==> config.mk <==
export PLATFORM = sky130hd
export DESIGN_NAME = bitfusion_seq_ctrl
export DESIGN_NICKNAME = d
export VERILOG_FILES = /design/src/rtl/bitfusion_seq_ctrl.sv
export SDC_FILE = /design/constraint.sdc
export NUM_CORES = 1
export LEC_CHECK = 0
export CAP_MARGIN = 25
export CELL_PAD_IN_SITES_DETAIL_PLACEMENT = 1
export CELL_PAD_IN_SITES_GLOBAL_PLACEMENT = 1
export CORE_ASPECT_RATIO = 0.6
export CORE_MARGIN = 10
export CORE_UTILIZATION = 35
export CTS_CLUSTER_DIAMETER = 100
export DETAILED_ROUTE_END_ITERATION = 16
export PLACE_DENSITY = 0.77
export REMOVE_ABC_BUFFERS = 1
export SLEW_MARGIN = 10
export SYNTH_ARGS = -nofsm -noshare
export SYNTH_HDL_FRONTEND = slang
export SYNTH_SLANG_ARGS = --single-unit
==> constraint.sdc <==
create_clock -name clk -period 4.1 [get_ports clk]
set_clock_uncertainty 0.05 [all_clocks]
set_input_delay 0.41 -clock clk [delete_from_list [all_inputs] [get_ports clk]]
set_output_delay 0.41 -clock clk [all_outputs]
set_load 0.05 [all_outputs]
==> src/rtl/bitfusion_seq_ctrl.sv <==
// Sequencer for the BitFusion systolic array: it latches a job's configuration and
// generates the diagonally skewed read-enable wavefronts, the accumulator clear and
// the completion pulse.
module bitfusion_seq_ctrl #(
    parameter int ARRAY_SIZE = 2,
    parameter int K_W        = 8,
    parameter int DRAIN_CYC  = 2
) (
    input  logic                             clk,
    input  logic                             nRST,
    input  logic                             start,
    input  logic                             abort,
    input  logic [2:0]                       input_bitwidth,
    input  logic [2:0]                       weight_bitwidth,
    input  logic [K_W-1:0]                   k_len,
    output logic [2:0]                       cfg_input_bitwidth,
    output logic [2:0]                       cfg_weight_bitwidth,
    output logic [ARRAY_SIZE-1:0]            input_rd_en,
    output logic [ARRAY_SIZE*ARRAY_SIZE-1:0] weight_rd_en,
    output logic [ARRAY_SIZE-1:0]            acc_clear,
    output logic                             busy,
    output logic                             done,
    output logic                             obuf_valid,
    output logic                             cfg_error
);
    localparam int N  = ARRAY_SIZE;
    localparam int TW = K_W + $clog2(2 * N);
    localparam int DW = (DRAIN_CYC > 0) ? $clog2(DRAIN_CYC + 1) : 1;
    localparam logic [DW-1:0] D_LAST = DW'((DRAIN_CYC > 0) ? DRAIN_CYC - 1 : 0);
    localparam logic [TW-1:0] SKEW   = TW'(2 * (N - 1));

    typedef enum logic [2:0] {
        ST_IDLE, ST_CLEAR, ST_STREAM, ST_DRAIN, ST_DONE
    } state_t;

    state_t          state_reg, state_next;
    logic [TW-1:0]   t_reg, t_next;
    logic [DW-1:0]   d_reg, d_next;
    logic [K_W-1:0]  k_reg, k_next;
    logic [2:0]      cfg_ib_next, cfg_wb_next;
    logic            err_next;
    logic            accept_window, start_legal, stream_next, busy_next;
    logic [N-1:0]    in_en_next;
    logic [N*N-1:0]  w_en_next;

    assign accept_window = ((state_reg == ST_IDLE) || (state_reg == ST_DONE)) && start && !abort;
    assign start_legal   = (input_bitwidth <= 3'd3) && (weight_bitwidth <= 3'd3) && (k_len != '0);

    always_comb begin
        state_next  = state_reg;
        t_next      = t_reg;
        d_next      = d_reg;
        k_next      = k_reg;
        cfg_ib_next = cfg_input_bitwidth;
        cfg_wb_next = cfg_weight_bitwidth;
        err_next    = 1'b0;
        case (state_reg)
            ST_IDLE, ST_DONE: begin
                state_next = ST_IDLE;
                if (accept_window) begin
                    if (start_legal) begin
                        state_next  = ST_CLEAR;
                        k_next      = k_len;
                        cfg_ib_next = input_bitwidth;
                        cfg_wb_next = weight_bitwidth;
                    end else begin
                        err_next = 1'b1;
                    end
                end
            end
            ST_CLEAR: begin
                t_next     = '0;
                state_next = abort ? ST_IDLE : ST_STREAM;
            end
            ST_STREAM: begin
                if (abort) begin
                    state_next = ST_IDLE;
                end else if (t_reg == TW'(k_reg) + SKEW - TW'(1)) begin
                    d_next     = '0;
                    state_next = (DRAIN_CYC == 0) ? ST_DONE : ST_DRAIN;
                end else begin
                    t_next = t_reg + TW'(1);
                end
            end
            ST_DRAIN: begin
                if (abort) begin
                    state_next = ST_IDLE;
                end else if (d_reg == D_LAST) begin
                    state_next = ST_DONE;
                end else begin
                    d_next = d_reg + DW'(1);
                end
            end
            default: state_next = ST_IDLE;
        endcase
    end

    assign stream_next = (state_next == ST_STREAM);
    assign busy_next   = (state_next == ST_CLEAR) || stream_next || (state_next == ST_DRAIN);

    // Enables are decoded from the upcoming state/counter so the registered outputs line up with it.
    generate
        for (genvar gi = 0; gi < N; gi++) begin : g_row
            assign in_en_next[gi] = stream_next && (t_next >= TW'(gi))
                                    && (t_next < TW'(gi) + TW'(k_next));
        end
        for (genvar gi = 0; gi < N * N; gi++) begin : g_pe
            localparam int DIAG = (gi / N) + (gi % N);
            assign w_en_next[gi] = stream_next && (t_next >= TW'(DIAG))
                                   && (t_next < TW'(DIAG) + TW'(k_next));
        end
    endgenerate

    always_ff @(posedge clk or negedge nRST) begin
        if (!nRST) begin
            state_reg           <= ST_IDLE;
            t_reg               <= '0;
            d_reg               <= '0;
            k_reg               <= '0;
            cfg_input_bitwidth  <= '0;
            cfg_weight_bitwidth <= '0;
            input_rd_en         <= '0;
            weight_rd_en        <= '0;
            acc_clear           <= '0;
            busy                <= 1'b0;
            done                <= 1'b0;
            obuf_valid          <= 1'b0;
            cfg_error           <= 1'b0;
        end else begin
            state_reg           <= state_next;
            t_reg               <= t_next;
            d_reg               <= d_next;
            k_reg               <= k_next;
            cfg_input_bitwidth  <= cfg_ib_next;
            cfg_weight_bitwidth <= cfg_wb_next;
            input_rd_en         <= in_en_next;
            weight_rd_en        <= w_en_next;
            acc_clear           <= (state_next == ST_CLEAR) ? '1 : '0;
            busy                <= busy_next;
            done                <= (state_next == ST_DONE);
            obuf_valid          <= (state_next == ST_DONE);
            cfg_error           <= err_next;
        end
    end
endmodule

---- Word-level counts from Yosys, hierarchy flattened ----
Index checks and enable logic that the tools add are counted.
word-level totals
  output and inout port bits .............. 18
  register bits after elaboration ......... 40
cells by class
  equal/unequal tests ..................... 14
  reduce and logical (&&, ||, !) cells .... 20
  add/subtract/negate cells ............... 6
  mux-type cells .......................... 23
  magnitude comparators ................... 8
operator list
  operator                                                                          count
  8-bit two-way mux                                                                 3
  10-bit by 1-bit >= comparator with 1-bit output, second input constant            2
  10-bit by 9-bit < comparator with 1-bit output                                    2
  10-bit two-way mux                                                                2
  10-bit one-hot mux with 2 select lines                                            1
  3-bit by 2-bit equality test with 1-bit output, second input constant             4
  2-bit two-way mux                                                                 6
  3-bit two-way mux                                                                 4
  3-bit one-hot mux with 4 select lines                                             1
  10-bit by 1-bit adder with 10-bit output, second input constant                   1
  10-bit equality test                                                              1
  10-bit by 2-bit >= comparator with 1-bit output, second input constant            1
  1-bit logical AND                                                                 10
  10-bit by 8-bit < comparator with 1-bit output                                    1
  9-bit by 1-bit subtractor with 10-bit output, second input constant               1
  1-bit by 8-bit adder with 9-bit output, first input constant                      1
  2-bit by 8-bit adder with 9-bit output, first input constant                      1
  8-bit by 2-bit adder with 9-bit output, second input constant                     1
  2-bit != test, second input constant                                              4
  8-bit nonzero test                                                                1
  3-bit by 1-bit equality test with 1-bit output, second input constant             2
  3-bit equality test, second input constant                                        2
  3-bit by 2-bit less-or-equal comparator with 1-bit output, second input constant  2
  1-bit two-way mux                                                                 5
  other kinds (10)                                                                  12

---- Longest topological paths before layout ----
Gate-level depths: netlist (run 1).
  depth in word-level cells ............... 9
  mapped depth ............................ 17
  gate-level depth less buffers ........... 15

---- Least setup slack after synthesis (run 1) ----
OpenSTA, ideal clock, no wires.
  path type ............................... register -> register
  from .................................... register k_reg[0]
  to ...................................... register weight_rd_en[2]
  path buffers ............................ 2
  arrival ................................. 3.473 ns
  required time ........................... 3.983 ns
  stages on the path, launching flop included .. 16
  setup time .............................. 0.067 ns
  path slack .............................. 0.510 ns
  cell sequence ........................... dfrtp_1 ha_1 buf_6 xor3_1 or3_1 a21oi_1 nor2_1 nor3_1 buf_2 nor3_1 or2_2 ha_1 a211o_1 a21o_2 o211ai_2 o2111a_1
on the way
  cells in the longest elaborated chain, start to end .. 9
  elaborated cells between the ends (all ways) .. 18
  those cells by class .................... 3 x add/sub; 2 x order compare; 2 x eq/ne; 9 x mux; 2 x reduce/logical
RTL lines
  element                                          RTL line  RTL
  from (decl)                                      39        logic [K_W-1:0] k_reg, k_next;
  from (signal assigned)                           133       k_reg <= k_next;
  8-bit by 2-bit adder with 9-bit output *         78        end else if (t_reg == TW'(k_reg) + SKEW - TW'(1)) begin
  9-bit by 1-bit subtractor with 10-bit output *   78
  10-bit equality test *                           78
  10-bit two-way mux *                             78
  10-bit two-way mux *                             76        if (abort) begin
  10-bit one-hot mux with 2 select lines *         57        case (state_reg)
  via t_next[5]                                    37        logic [TW-1:0] t_reg, t_next;
  10-bit by 1-bit >= comparator with 1-bit output  -
  1-bit logical AND                                -
  1-bit logical AND *                              -
  via in_en_next[1]                                43        logic [N-1:0] in_en_next;
  to (signal assigned)                             137       weight_rd_en <= w_en_next;
  to (decl)                                        19        output logic [ARRAY_SIZE*ARRAY_SIZE-1:0] weight_rd_en,
Mark *: on every way through the listed nets, which the timed path passes. The rest lies on a longest branch.
A chain may end at the register's enable or synchronous reset.

---- Worst setup path after layout (run 1) ----
  from .................................... register k_reg[0]
  to ...................................... register weight_rd_en[0]
The elaborated chain is that of the path after synthesis.

==> results of run 1 <==
==> routing by layer <==
layer  track usage  up-vias
met1         0.230     1223
met2         0.238       39
met4        0.0305        0
met3        0.0424        7
met5             0        -
li1              -     1169
==> per-stage QoR <==
step                power (uW)  area, um2   util
finish                    1420       3390  0.458
global route              1500       3390  0.458
CTS                       1410       3390  0.457
detailed placement        1010       3250  0.438
global placement           991       3250  0.438
floorplan                  791       2640      -
==> final timing paths <==
| check | to | slack, ns | cells after the start |
|---|---|---|---|
| hold reg to reg | cfg_input_bitwidth[1]$_DFFE_PN0P_ | 0.43 | 2 |
| setup / recovery | weight_rd_en[0]$_DFF_PN0_ | 0.24 | 12 |
| min in group clk | cfg_input_bitwidth[1]$_DFFE_PN0P_ | 0.43 | 2 |
| setup reg to reg | weight_rd_en[0]$_DFF_PN0_ | 0.24 | 12 |
| max in group asynchronous | k_reg[2]$_DFF_PN0_ | 3.24 | 1 |
| hold / removal | d_reg[0]$_DFFE_PN0P_ | 0.18 | 1 |
==> cell families after synthesis <==
| kind of cell | share of synthesized area |
|---|---|
| multiplexers | 0.0639 |
| flip-flops | 0.331 |
| buffers and inverters | 0.0565 |
| adder cells (fa/ha/maj) | 0.119 |
| XOR/XNOR | 0.0666 |
| AO/OA/AOI/OAI | 0.161 |
| AND/OR/NAND/NOR | 0.201 |
==> cell type report <==
cell class              count  area share
inverters                  20      0.0221
flip-flops and latches     36       0.266
multi-input cells         229       0.491
repair buffers             52       0.139
clock buffers               8      0.0431
well taps                 104      0.0383
==> worst max-delay path, delay by kind of cell (launching register included) <==
kind / cells / cell delay, ns
AOI/OAI and AO/OA: 4 / 1.32
xor gates and xnor gates: 1 / 0.17
adders and majority gates: 2 / 0.67
DFF: 1 / 0.39
muxes: 1 / 0.54
and+or+nand+nor: 4 / 0.66
==> cells in the mapped netlist (all sizes together) (3+ instances only) <==
cell / instances / area share
o31ai: 3 / 0.0083
nor2: 20 / 0.028
nand3: 8 / 0.019
nor4: 5 / 0.011
a21oi: 9 / 0.017
xnor2: 13 / 0.042
a211oi: 3 / 0.0083
o21ai: 8 / 0.015
a211o: 4 / 0.013
dfrtp: 36 / 0.33
o311ai: 4 / 0.019
or4: 3 / 0.0083
buf: 8 / 0.022
or3: 4 / 0.0092
o211ai: 7 / 0.021
nand2: 41 / 0.057
or2: 3 / 0.0069
ha: 26 / 0.12
mux2: 3 / 0.012
mux2i: 14 / 0.051
xor2: 5 / 0.016
nor3: 10 / 0.018
clkbuf: 5 / 0.0073
a31oi: 3 / 0.0069
inv: 20 / 0.028
==> timing repair <==
action / 4_1_cts / 5_1_grt
setup endpoints to repair: 0 / 1
setup buffers: 0 / 0
resized for setup: 0 / 1
==> report_power, final <==
group          leakage [uW]  switching, uW  internal (uW)
sequential         0.000471           53.3            395
clock             0.0000712            149            243
combinational       0.00107            343            232
==> summary.txt, run 1 <==
Clock network
  • Hold_buf cts: 0
  • Clk pin slew, worst setup/hold paths: 0.06 ns
  • Clk root buf: clkbuf_16
  • Clock Path Buffers: 2
  • Clock Sink Count: 36
  • H-tree lvl count: 2
  • Clock Latency Late Sink: 0.28 ns
  • CTS tree: built
  • CTS buffer count: 5

Drt
  • Uppermost layer routed: met4
  • # DRC: 0
  • Avg WL per Cell: 19.9 um
  • Routed WL: 8950 um
  • Met2 wire len: 3830 um
  • Routed vias/inst: 5.43
  • Vias: 2438
  • Metal3 WL: 488 um
  • Drt pass-1 iters: 4
  • Metal-1 WL: 4570 um
  • Routed Antenna Nets: 0
  • Initial DRC count: 197

Finish
  • Area of the multi-input gates: 0.00167 mm2
  • Fill count: 895
  • Ant. Diodes: 0
  • Most frequent cells in the layout: nand2_1 (41), dfrtp_1 (35), clkdlybuf4s50_1 (34), ha_1 (26)
  • Area Overhead vs Synth: 24.7%
  • Register Area: 902 um2
  • Layout Nets: 388
  • Commonest non-fill, non-tap cell in the layout: nand2_1
  • Share of cells above drive strength 1: 0.113
  • Max FFs per register: 10
  • Layout Cells excl Fill: 449

Worst setup path
  • Worst-path maximum fanout: 5
  • Worst setup SP type: flip-flop
  • Setup CP Type: flip-flop to flip-flop
  • Reg-to-reg startpoint: k_reg[0]$_DFF_PN0_
  • CP max stage delay: 0.54 ns
  • Critical path cell sequence: ha_1, xor2_1, nor3_1, o21ai_0, a211o_1, o311ai_0, mux2i_1, ha_1, nand3_1, nor2_1, a221oi_1, and4b_1
  • CP Capture Type: flip-flop
  • WP data arrival: 4.03 ns
  • Worst EP required: 4.27 ns
  • CP max-delay cell: mux2i_1
  • Critical path's most frequent cell: ha_1
  • Crit path from: k_reg[0]$_DFF_PN0_

Die
  • Die area: 0.0118 mm2
  • Die Ht: 88.3 um
  • Core area: 0.00742 mm2
  • Number of cell rows: 24
  • Die X-Extent: 134 um
  • Initial core utilization: 0.367
  • IO Count: 36

Placement
  • Worst slack at placement: 0.170 ns
  • I/O Buffers: 35
  • DP Wirelength: 7230 um
  • Post-Place Cells: 441
  • Routability cong.: 0.959

Timing
  • Period utilization: 0.942
  • Rel. slew slack: 0.404
  • RSZ-0062 raised after global routing: no
  • Slew Limit Fails: 0
  • Final WS setup: 0.239 ns
  • Hold_ws: 0.179 ns
  • Min Tclk post-route: 3.86 ns
  • Setup TNS: 0 ns
  • F_max: 0.259 GHz
  • Tightest Pin Transition: 0.869 ns
  • Final hold violations: 0
  • Setup violations, final: 0

Pwr
  • Peak VDD IR: 0.162 mV
  • PD cells: 417 mW/mm2
  • Leak Pwr: 0.00161 uW

Synth
  • Post-Syn Area: 0.00272 mm2
  • Sequential fraction of the synthesis area: 0.331
  • Post-Syn Instances: 298
  • Post-synthesis register bit count: 36
  • Synth warn: 0
  • Post-synth top flop: dfrtp_1
  • Ys async rst share: 1.00
  • Yosys cell types: 57
  • EDFF count, synth: 0
  • Syn avg cell area: 9.14 um2

Global route
  • Initial antenna violation count: 0
  • Total GRT Usage: 0.161
  • Global-route wire length before repair: 15000 um
  • GRT overflow: 0
  • Number of global-route vias before repair: 2631
  • Largest net degree at the start of global routing: 37

Min path
  • Worst Hold Class: input pin to async pin

Run
  • Max-cap viol count: 0

Status
  • Status: complete, no violations
Power figures use the tool's default switching activity.
==> run 2: changes to the inputs <==
DONT_BUFFER_PORTS = 1   (was default)
PLACE_DENSITY = 0.69   (was 0.77)
==> run 2 against run 1 <==
Critical path depth is 3 higher. Cell area fell by 9.2%. Sequential cell count unchanged. Routed wire length is 5.1% lower. Clock power is essentially flat. Combinational power fell by 17%. Final cell count is 7.6% lower. Sequential power grew 9.6%. Via count shrank 6.1%. Worst setup slack improved by 0.069 ns. Critical path type unchanged. Utilization down 4.2 points. Hold slack lost 0.036 ns.
==> summary.txt, run 2 (synthesis gave the netlist of run 1 again) <==
Finish
  • Ant. Diodes: 0 (unchanged)
  • Layout Cells excl Fill: 415 (-7.6%)
  • Share of cells above drive strength 1: 0.129 (+0.0156)
  • Layout Nets: 354 (-8.8%)
  • Commonest non-fill, non-tap cell in the layout: nand2_1
  • Fill count: 879 (-1.8%)
  • Most frequent cells in the layout: nand2_1 (41), dfrtp_1 (35), ha_1 (26), inv_1 (20), nor2_1 (20)
  • Area Overhead vs Synth: 13.2%
  • Max FFs per register: 10 (unchanged)

Die
  • Number of cell rows: 24 (unchanged)
  • Die X-Extent: 134 um (unchanged)
  • Die area: 0.0118 mm2 (unchanged)
  • IO Count: 36 (unchanged)
  • Die Ht: 88.3 um (unchanged)
  • Core area: 0.00742 mm2 (unchanged)
  • Initial core utilization: 0.367 (unchanged)

Drt
  • Avg WL per Cell: 20.5 um (+2.7%)
  • Metal-1 WL: 4430 um (-3.1%)
  • Routed vias/inst: 5.52 (+1.6%)
  • Routed Antenna Nets: 0 (unchanged)
  • Routed WL: 8500 um (-5.1%)
  • Met2 wire len: 3440 um (-10%)
  • Initial DRC count: 191 (-3.0%)
  • Vias: 2290 (-6.1%)
  • Uppermost layer routed: met4
  • Metal3 WL: 563 um (+15%)
  • # DRC: 0 (unchanged)
  • Drt pass-1 iters: 4 (unchanged)

Clock network
  • CTS tree: built
  • Clock Latency Late Sink: 0.29 ns (about the same)
  • Clk pin slew, worst setup/hold paths: 0.05 ns (about the same)
  • Clock Path Buffers: 2 (unchanged)
  • Clock Sink Count: 36 (unchanged)
  • Clk root buf: clkbuf_16
  • H-tree lvl count: 2 (unchanged)
  • CTS buffer count: 5 (unchanged)

Timing
  • Slew Limit Fails: 0 (unchanged)
  • Setup TNS: 0 ns (unchanged)
  • Final hold violations: 0 (unchanged)
  • Setup violations, final: 0 (unchanged)
  • RSZ-0062 raised after global routing: no
  • F_max: 0.264 GHz (+1.8%)
  • Min Tclk post-route: 3.79 ns (-0.0691 ns)
  • Tightest Pin Transition: 0.890 ns (+0.0215 ns)
  • Hold_ws: 0.143 ns (-0.0362 ns)
  • Rel. slew slack: 0.407 (+0.00266)
  • Period utilization: 0.925 (-0.0169)

Worst setup path
  • Slack of the worst reg-to-reg path: 0.31 ns (+0.07 ns)
  • WP data arrival: 3.97 ns (-0.06 ns)
  • FF-to-FF path depth: 15 (+3)
  • Setup CP Type: flip-flop to flip-flop
  • Crit path from: k_reg[1]$_DFF_PN0_
  • CP Capture Type: flip-flop
  • Worst EP required: 4.27 ns (about the same)
  • Reg-to-reg startpoint: k_reg[1]$_DFF_PN0_
  • Worst setup SP type: flip-flop
  • Worst-path maximum fanout: 8 (+3)

Pwr
  • Leak Pwr: 0.00149 uW (-7.3%)
  • Peak VDD IR: 0.181 mV (+12%)
  • PD cells: 441 mW/mm2 (+5.8%)

Global route
  • Total GRT Usage: 0.151 (-0.00989)
  • Number of global-route vias before repair: 2419 (-8.1%)
  • Largest net degree at the start of global routing: 37 (unchanged)
  • Global-route wire length before repair: 13900 um (-7.1%)
  • GRT overflow: 0 (unchanged)
  • Initial antenna violation count: 0 (unchanged)

Placement
  • DP Wirelength: 6880 um (-4.8%)
  • Post-Place Cells: 403 (-8.6%)
  • I/O Buffers: 0 (-100%)
  • Routability cong.: 0.848 (-12%)

Min path
  • Hold Crit Depth: 1
  • Hold Startpoint: abort
  • Worst Hold Class: input pin to flip-flop

Run
  • Max-cap viol count: 0 (unchanged)

Status
  • Status: complete, no violations
## run 2: cell types whose count changed in the layout (fill, tap and decap cells not counted), sizes merged
cell	before	now
clkdlybuf4s50	34	0
buf	18	17
clkbuf	8	7
clkinvlp	0	1
dlygate4sd3	0	1
## run 2: per-layer routing
layer  global-route usage  vias up
li1                     -     1094
met1                0.219     1140
met2                0.219       51
met3               0.0373        5
met4               0.0324        0
met5                    0        -
## run 2: final cells by class
class | count | area [um2] | share of cell area
Clock buffer | 7 | 143 | 0.0463
Clock inverter | 1 | 7.51 | 0.00244
Inverter | 20 | 75.1 | 0.0244
Multi-Input combinational cell | 229 | 1670 | 0.543
Sequential cell | 36 | 902 | 0.293
Tap cell | 104 | 130 | 0.0422
Timing Repair Buffer | 18 | 150 | 0.0487
## run 2: worst paths after layout
check	endpoint
setup / recovery	weight_rd_en[2]$_DFF_PN0_
min in group asynchronous	cfg_input_bitwidth[1]$_DFFE_PN0P_
hold reg to reg	d_reg[0]$_DFFE_PN0P_
max in group asynchronous	k_reg[1]$_DFF_PN0_
hold / removal	obuf_valid$_DFF_PN0_
setup reg to reg	weight_rd_en[2]$_DFF_PN0_
## run 2: per-stage QoR
stage          power (uW)  setup slack, ns   util  cell area (um2)
6_report             1360            0.308  0.415             3080
5_1_grt              1450         0.000654  0.415             3080
4_1_cts              1360            0.213  0.412             3060
3_5_place_dp          951            0.219  0.388             2880
3_3_place_gp          937            0.434  0.388             2880
2_1_floorplan         791            0.151      -             2640
## run 2: timing repair
action,CTS,global route
endpoints found under the setup margin,0,3
hold buffers,2,0
hold endpoints to repair,36,0
setup buffers,0,2
gates resized for setup,0,3
## run 2: critical path: stages, from the launching register on
cell and delay (ns):
dfrtp_2 0.45, ha_1 0.21, buf_4 0.17, o21ba_2 0.22
a221oi_1 0.29, a21oi_1 0.07, a211o_1 0.33, nor3_1 0.18
buf_4 0.18, nor3_1 0.07, or2_2 0.34, ha_1 0.34
a211o_1 0.31, a21o_2 0.19, o211ai_2 0.14, o2111a_1 0.19
## run 2: where the power goes
group          total [uW]  internal, uW  switching (uW)
logic                 475           193             281
clock network         394           242             152
registers             491           394            96.5
==> run 3: changes to the inputs <==
CAP_MARGIN = default   (was 25)
PLACE_DENSITY = 0.72   (was 0.69)
clock period = 3.15 ns   (was 4.1 ns; I/O delays follow)
==> run 3 against run 2 <==
The flow now finishes with violations (setup timing). Utilization rose by 11 points. Sequential cell count stayed put. Die area unchanged. Global-route usage up 3.1 points. Clock power grew 35%. Combinational power rose by 110%. Worst setup slack worse by 0.72 ns. Routed wire length increased by 29%. Hold slack got worse by 0.11 ns. Critical endpoint is now weight_rd_en[0]$_DFF_PN0_. Largest power group is now combinational cells.
==> summary.txt, run 3 (synthesis gave the netlist of run 1 again) <==
Status
  • Status: complete, but fails checks
  • Failing checks: setup timing

Die
  • Number of cell rows: 24 (unchanged)
  • Core area: 0.00742 mm2 (unchanged)
  • IO Count: 36 (unchanged)
  • Die X-Extent: 134 um (unchanged)
  • Die area: 0.0118 mm2 (unchanged)
  • Die Ht: 88.3 um (unchanged)
  • Initial core utilization: 0.367 (unchanged)

Worst setup path
  • Family with the most delay on the worst path: simple AND/OR/NAND/NOR gates
  • WP data arrival: 3.75 ns (-0.22 ns)
  • Crit path from: k_reg[0]$_DFF_PN0_
  • Worst setup SP type: flip-flop
  • FF-to-FF path depth: 16 (+1)
  • Critical path's most frequent cell: buf_4
  • Worst-path maximum fanout: 6 (-2)
  • Setup CP Type: flip-flop to flip-flop
  • CP Capture Type: flip-flop
  • Reg-to-reg startpoint: k_reg[0]$_DFF_PN0_
  • CP max-delay cell: dfrtp_1
  • Critical path cell sequence: buf_6, nand2_2, or4_1, o2111ai_1, o21a_2, nor3_2, buf_4, buf_4, o211a_1, or2_2, ha_4, nor2b_1, o21ai_1, nand2b_1, a221oi_2, and4b_1
  • Worst EP required: 3.33 ns (-0.94 ns)
  • CP bufs+invs: 3 (+1)
  • Critical Path Stages: 16 (+1)
  • CP max stage delay: 0.43 ns (-0.02 ns)
  • Slack of the worst reg-to-reg path: -0.42 ns (-0.72 ns)

Finish
  • Most frequent cells in the layout: buf_4 (79), nand2_1 (40), dfrtp_1 (35), inv_1 (20), ha_1 (20)
  • Max FFs per register: 10 (unchanged)
  • Share of cells above drive strength 1: 0.377 (+0.248)
  • Layout Nets: 425 (+20%)
  • Area Overhead vs Synth: 44.1%
  • Register Area: 902 um2 (unchanged)
  • Final core utilization: 0.529 (+0.113)
  • Ant. Diodes: 0 (unchanged)
  • Fill count: 828 (-5.8%)
  • Area of the multi-input gates: 0.00194 mm2 (+16%)
  • Post-route design area: 0.00392 mm2 (+27%)
  • Commonest non-fill, non-tap cell in the layout: buf_4

Clock network
  • Clock Latency Late Sink: 0.29 ns (about the same)
  • H-tree lvl count: 2 (unchanged)
  • Clock Path Buffers: 2 (unchanged)
  • Clk pin slew, worst setup/hold paths: 0.06 ns (about the same)
  • CTS tree: built
  • CTS buffer count: 5 (unchanged)
  • Clock Sink Count: 36 (unchanged)
  • Clk root buf: clkbuf_16

Global route
  • Initial antenna violation count: 0 (unchanged)
  • Met2 Usage GRT: 0.300 (+0.0815)
  • Gr busiest metal: met2
  • GRT overflow: 0 (unchanged)
  • Number of global-route vias before repair: 2839 (+17%)
  • Largest net degree at the start of global routing: 37 (unchanged)
  • Grt met3 use: 0.0322 (-0.00509)
  • Grt met1 use: 0.246 (+0.0269)
  • Global-route wire length before repair: 16700 um (+20%)
  • Total GRT Usage: 0.182 (+0.0314)

Drt
  • # DRC: 0 (unchanged)
  • Drt pass-1 iters: 4 (unchanged)
  • Routed vias/inst: 5.50 (-0.29%)
  • Vias: 2674 (+17%)
  • Routed Antenna Nets: 0 (unchanged)
  • Initial DRC count: 221 (+16%)
  • Routed WL: 10900 um (+29%)
  • Avg WL per Cell: 22.5 um (+9.8%)

Placement
  • Placed Area: 0.00322 mm2 (+12%)
  • DP Wirelength: 7630 um (+11%)
  • Routability cong.: 0.929 (+9.6%)
  • I/O Buffers: 0 (unchanged)

Timing
  • F_max: 0.280 GHz (+6.4%)
  • Tightest Pin Transition: 0.904 ns (+0.0138 ns)
  • Period utilization: 1.13 (+0.207)
  • Final hold violations: 0 (unchanged)
  • Slew Limit Fails: 0 (unchanged)
  • Rel. slew slack: 0.398 (-0.00918)
  • RSZ-0062 raised after global routing: yes
  • Setup violations, final: 3 (+3)
  • Min Tclk post-route: 3.57 ns (-0.227 ns)
  • Setup TNS: -1.18 ns (-1.18 ns)
  • Final WS setup: -0.416 ns (-0.723 ns)

Min path
  • Hold Crit Depth: 1 (unchanged)
  • Worst Hold Class: input pin to flip-flop
  • Hold Startpoint: abort

Pwr
  • Leak Pwr: 0.00187 uW (+25%)
  • PD cells: 543 mW/mm2 (+23%)
  • Peak VDD IR: 0.236 mV (+30%)

Run
  • Max-cap viol count: 0 (unchanged)
run 3: metal layers:
metal | vias to the layer above | wire [um]
met5 | - | 0
met4 | 0 | 111
met3 | 11 | 510
met2 | 66 | 5150
met1 | 1347 | 5160
li1 | 1250 | -
run 3: path summary, 6_finish.rpt:
kind	to
max in group asynchronous	k_reg[1]$_DFF_PN0_
worst max-delay path	weight_rd_en[0]$_DFF_PN0_
worst min-delay path	state_reg[2]$_DFF_PN0_
worst min register to register	d_reg[0]$_DFFE_PN0P_
min in group asynchronous	weight_rd_en[3]$_DFF_PN0_
worst max register to register	weight_rd_en[0]$_DFF_PN0_
run 3: cell type report:
type                            count  share of cell area
Clock inverter                      3             0.00606
Multi-Input combinational cell    229               0.496
Sequential cell                    36               0.230
Tap cell                          104              0.0332
Inverter                           20              0.0191
Clock buffer                        5              0.0319
Timing Repair Buffer               89               0.184
run 3: repair_timing:
| action | 4_1_cts | 5_1_grt |
|---|---|---|
| hold buffers | 2 | 0 |
| hold endpoints to repair | 36 | 0 |
| setup buffers | 17 | 10 |
| endpoints found under the setup margin | 3 | 4 |
| pin swaps | 23 | 19 |
| resized for setup | 53 | 11 |
run 3: per-stage QoR:
step	worst slack (ns)	std cells	hold slack, ns	total power (uW)
2_1_floorplan	-0.799	285	-0.0306	1030
3_3_place_gp	-0.744	449	-0.0291	1330
3_5_place_dp	-0.834	449	-0.0292	1370
4_1_cts	-0.345	476	0.0343	2040
5_1_grt	-0.526	486	0.0428	2240
6_report	-0.416	486	0.0370	2130
run 3: power by group:
group	internal, uW	switching [uW]
sequential	513	110
combinational	452	526
clock	295	236
total	1260	872
